[src/rtl/alu_result_misr.sv]
// ALU result compactor: results go through a small FIFO into a 32-bit MISR. At the end of a run the MISR is compared with EXP_SIG.
// Optional build macro ALU_MISR_ZERO_CNT_EN adds a saturating count of absorbed zero words.
`timescale 1ns/1ps
module alu_result_misr #(
  parameter int          DEPTH       = 4,
  parameter int          NUM_SAMPLES = 1024,
  parameter logic [31:0] EXP_SIG     = 32'h0
) (
  input  logic        clk,
  input  logic        rst,
  input  logic        start,
  input  logic        in_valid,
  input  logic [31:0] in_data,
  output logic        in_ready,
  output logic        busy,
  output logic        done,
  output logic        pass,
  output logic [31:0] signature,
  output logic [15:0] sample_cnt,
`ifdef ALU_MISR_ZERO_CNT_EN
  output logic [15:0] zero_cnt,
`endif
  output logic [1:0]  fsm_state
);

  // Handshake: a word moves when in_valid && in_ready at a rising edge. in_ready
  // depends only on registered state, never on in_valid, and a producer may
  // hold in_valid/in_data until the transfer happens.

  localparam logic [1:0] S_IDLE  = 2'd0;
  localparam logic [1:0] S_RUN   = 2'd1;
  localparam logic [1:0] S_CHECK = 2'd2;
  localparam logic [1:0] S_DONE  = 2'd3;

  localparam int          PW     = $clog2(DEPTH);
  localparam logic [PW:0] FULL_N = (PW + 1)'(DEPTH);
  localparam logic [15:0] NS     = 16'(NUM_SAMPLES);

  logic [1:0]    state;
  logic [31:0]   mem [DEPTH];
  logic [PW-1:0] wr_ptr;
  logic [PW-1:0] rd_ptr;
  logic [PW:0]   occ;
  logic [15:0]   acc_cnt;
  logic [31:0]   sig;
  logic [31:0]   head;
  logic [31:0]   sig_next;
  logic          fifo_full;
  logic          fifo_empty;
  logic          push;
  logic          pop;
  logic          restart;

  assign fifo_full  = (occ == FULL_N);
  assign fifo_empty = (occ == '0);
  assign in_ready   = (state == S_RUN) && !fifo_full && (acc_cnt < NS);
  assign push       = in_valid && in_ready;
  assign pop        = (state == S_RUN) && !fifo_empty && (sample_cnt < NS);
  assign restart    = start && ((state == S_IDLE) || (state == S_DONE));

  assign head     = mem[rd_ptr];
  assign sig_next = {sig[30:0], sig[31] ^ sig[21] ^ sig[1] ^ sig[0]} ^ head;

  assign busy      = (state == S_RUN) || (state == S_CHECK);
  assign done      = (state == S_DONE);
  assign signature = sig;
  assign fsm_state = state;

  // Storage carries no reset; occupancy alone decides what is valid.
  always_ff @(posedge clk) begin
    if (push) mem[wr_ptr] <= in_data;
  end

  always_ff @(posedge clk) begin
    if (rst || restart) begin
      state      <= rst ? S_IDLE : S_RUN;
      wr_ptr     <= '0;
      rd_ptr     <= '0;
      occ        <= '0;
      acc_cnt    <= '0;
      sig        <= 32'hFFFF_FFFF;
      sample_cnt <= '0;
      pass       <= 1'b0;
    end else begin
      case (state)
        S_RUN: begin
          if (sample_cnt == NS) state <= S_CHECK;
          if (push) begin
            wr_ptr  <= wr_ptr + 1'b1;
            acc_cnt <= acc_cnt + 16'd1;
          end
          if (pop) begin
            rd_ptr     <= rd_ptr + 1'b1;
            sig        <= sig_next;
            sample_cnt <= sample_cnt + 16'd1;
          end
          case ({push, pop})
            2'b10:   occ <= occ + 1'b1;
            2'b01:   occ <= occ - 1'b1;
            default: occ <= occ;
          endcase
        end
        S_CHECK: begin
          pass  <= (sig == EXP_SIG);
          state <= S_DONE;
        end
        default: state <= state;
      endcase
    end
  end

`ifdef ALU_MISR_ZERO_CNT_EN
  always_ff @(posedge clk) begin
    if (rst || restart) begin
      zero_cnt <= '0;
    end else if (pop && (head == 32'h0) && (zero_cnt != 16'hFFFF)) begin
      zero_cnt <= zero_cnt + 16'd1;
    end
  end
`endif

endmodule

[config.mk]
export PLATFORM = sky130hd
export DESIGN_NAME = alu_result_misr
export DESIGN_NICKNAME = d
export VERILOG_FILES = /design/src/rtl/alu_result_misr.sv
export SDC_FILE = /design/constraint.sdc
export NUM_CORES = 1
export LEC_CHECK = 0
export ABC_AREA = 0
export BUFFER_PORTS_ARGS = -buffer_cell sky130_fd_sc_hd__buf_4
export CORE_ASPECT_RATIO = 1.25
export CORE_MARGIN = 10
export CORE_UTILIZATION = 40
export DETAILED_ROUTE_END_ITERATION = 16
export PLACE_DENSITY = 0.66
export SLEW_MARGIN = 20
export SYNTH_ARGS = -nofsm -noshare
export SYNTH_HDL_FRONTEND = slang
export SYNTH_SLANG_ARGS = --single-unit
[constraint.sdc]
create_clock -name clk -period 3.25 [get_ports clk]
set_input_delay 0.975 -clock clk [delete_from_list [all_inputs] [get_ports clk]]
set_output_delay 0.975 -clock clk [all_outputs]
set_load 0.05 [all_outputs]
==> flow_summary.ini <==
[floorplan]
fp.dieH_um = 176
placementRows = 57
core_area_sq_um = 19300
initial_core_util_pct = 40.5
dieArea_sq_um = 25600
io_pins = 90
die_w_um = 145

[sta]
slew_violations = 0
holdWs_ns = 0.459
timing.slew.headroom_pct = 55.3
period_needed_ns = 2.93
finalSetupViolations = 0
max_freq_mhz = 342
hold_viol = 0
final.setup.tns_ns = 0
fin_crit_sh_pct = 90.0
finClkSkew_ns = 0.00757
worstMarginPinSlew_ns = 0.665
grt_setup_unrepaired = no

[drt]
dr_total_vias = 4482
wl_per_cell_um = 18.2
vias_per_cell = 4.95
first_pass_iters = 4
drc_errors = 0
drt-total-wl_um = 16500
antenna_left = 0
drtIter0Drc = 232

[global_routing]
overflow = 0
antenna_found_initial = 0
met3_usage_pct = 2.56
busiest_layer = met2
use_met2_pct = 22.3
grt_pass1_wl_um = 26300
grt_pass1_vias = 4718
grt_max_degree = 33
met1_usage_pct = 15.5
grtUsageTotal_pct = 12.7

[synth]
netlist_instances = 521
yosysMostFrequentCell = edfxtp_1
ys_types = 39
yosys.area.top_type = edfxtp_1
synth_common_cells = 130 x edfxtp_1, 74 x dfxtp_1, 60 x nor2_1, 46 x xnor2_1, 37 x a21oi_1
ys_ff_latch = 204
ys_warn_count = 0
syn_nets = 569
synth_edf_count = 130
netlist.area_leader.share_pct = 49.9
yosysSeqAreaShare_pct = 68.8
synthFlopType = edfxtp_1
syn_area_per_cell_sq_um = 15.0
synth_area_sq_um = 7830
synth_area_leaders = edfxtp_1 50%, dfxtp_1 19%, mux4_2 9.2%
synthArstFlopShare_pct = 0

[cts]
cts.sinks = 204
postCtsResizedCells = 0
clkSlewWorstSetupHoldPaths_ns = 0.06
cts_tree = done
cts_buffers = 21
htreeDepth = 1
clock_latency_ns = 0.48
cts_root_buf = clkbuf_16
hold_buffers = 0
clockBufferDepth = 3
post_cts_buffers = 0

[final_layout]
diodes = 0
fin_util_pct = 49.0
area_growth_pct = 21.1
nFillCells = 1665
drive_gt1_share_pct = 26.6
layout.nets = 674

[placement]
gp_congestion = 0.758
post-dp-hpwl_um = 10900
io_buffers = 89

[critical_path]
crit_chain = inv_1 -> ha_1 -> nor4b_1 -> and3b_1 -> buf_4
rr_startpoint = sample_cnt[11]
start_kind = register
crit_path_top_delay_cell = edfxtp_1
endpoint_kind = primary output
cp_max_fo = 4
cp-startpoint = fsm_state[1]
crit_arrival_ns = 1.95
max_stage_delay_ns = 0.43
path_class = register to primary output
crit_required_ns = 2.27

[min_path]
hold_path_class = register to register
hold_start = acc_cnt[13]

[job]
cap_violations = 0

[power]
total_leakage_power_nw = 3.20
power.density_nw_per_um2 = 616
power.total_mw = 5.83
peakVddDrop_uv = 386

[outcome]
status = finished, final reports clean
[area by class of cell]
type	count	area [sq um]	area share [%]
Timing Repair Buffer	102	766	8.08
Tap cell	265	332	3.50
Sequential cell	204	5390	56.8
Multi-Input combinational cell	284	2310	24.3
Clock buffer	30	579	6.11
Inverter	13	48.8	0.515
Clock inverter	7	57.6	0.607
[sequential cells by signal (all words and copies together), names as in the netlist, named ones only]
name and cells:
mem 128, rd_ptr 2, wr_ptr 2, acc_cnt 16, sample_cnt 16, pass 1, signature 32, occ 3
fsm_state 2
[cells in the final DEF (no fill, tap or decap), types with 13 or more instances in the layout]
cell,instances
a21oi_1,37
and2_1,13
buf_4,102
clkbuf_16,21
dfxtp_1,73
edfxtp_1,130
mux4_2,32
nand2_1,16
nor2_1,59
nor4_1,13
xnor2_1,46
[power by group]
part           internal [mW]  total, mW  switching, mW
clock network           1.31       2.23          0.919
logic                  0.252      0.695          0.443
registers               2.86       2.91         0.0424
[final timing paths]
| path | endpoint | slack [ns] | depth (start not counted) |
|---|---|---|---|
| worst max-delay path | in_ready | 0.32 | 5 |
| worst min-delay path | acc_cnt[13] | 0.46 | 1 |
| worst max register to register | occ[2] | 0.36 | 10 |
| worst min register to register | acc_cnt[13] | 0.46 | 1 |
[through the flow]
stage	cell area, sq um	setup WS [ns]	instances
floorplan	7830	0.134	521
global placement	8840	0.459	868
detailed placement	8840	0.381	868
CTS	9480	0.278	905
global route	9480	0.126	905
finish	9480	0.325	905
[per-layer routing]
metal  up-vias  wire, um
met5         -         0
met4         0       289
met3        19       969
met2       122      8290
met1      2223      6930
li1       2118         -
[worst max-delay path: cells and delay by family, from the launching register on]
family                     cells  cell delay (ns)
adders and majority gates      1             0.22
buffers and inverters          2             0.28
DFF                            1             0.43
and+or+nand+nor                2             0.54
[cells by family (layout without fill, tap and decap cells)]
group,Yosys count,in the layout,share of synthesized area (%)
mux,32,32,9.21
buf+inv,33,152,1.77
flops,204,204,68.8
xor+xnor,57,57,6.38
fa+ha+maj,12,12,2.01
compound gates,45,45,3.07
simple gates,138,138,8.76
(Power assumes the default switching activity.)
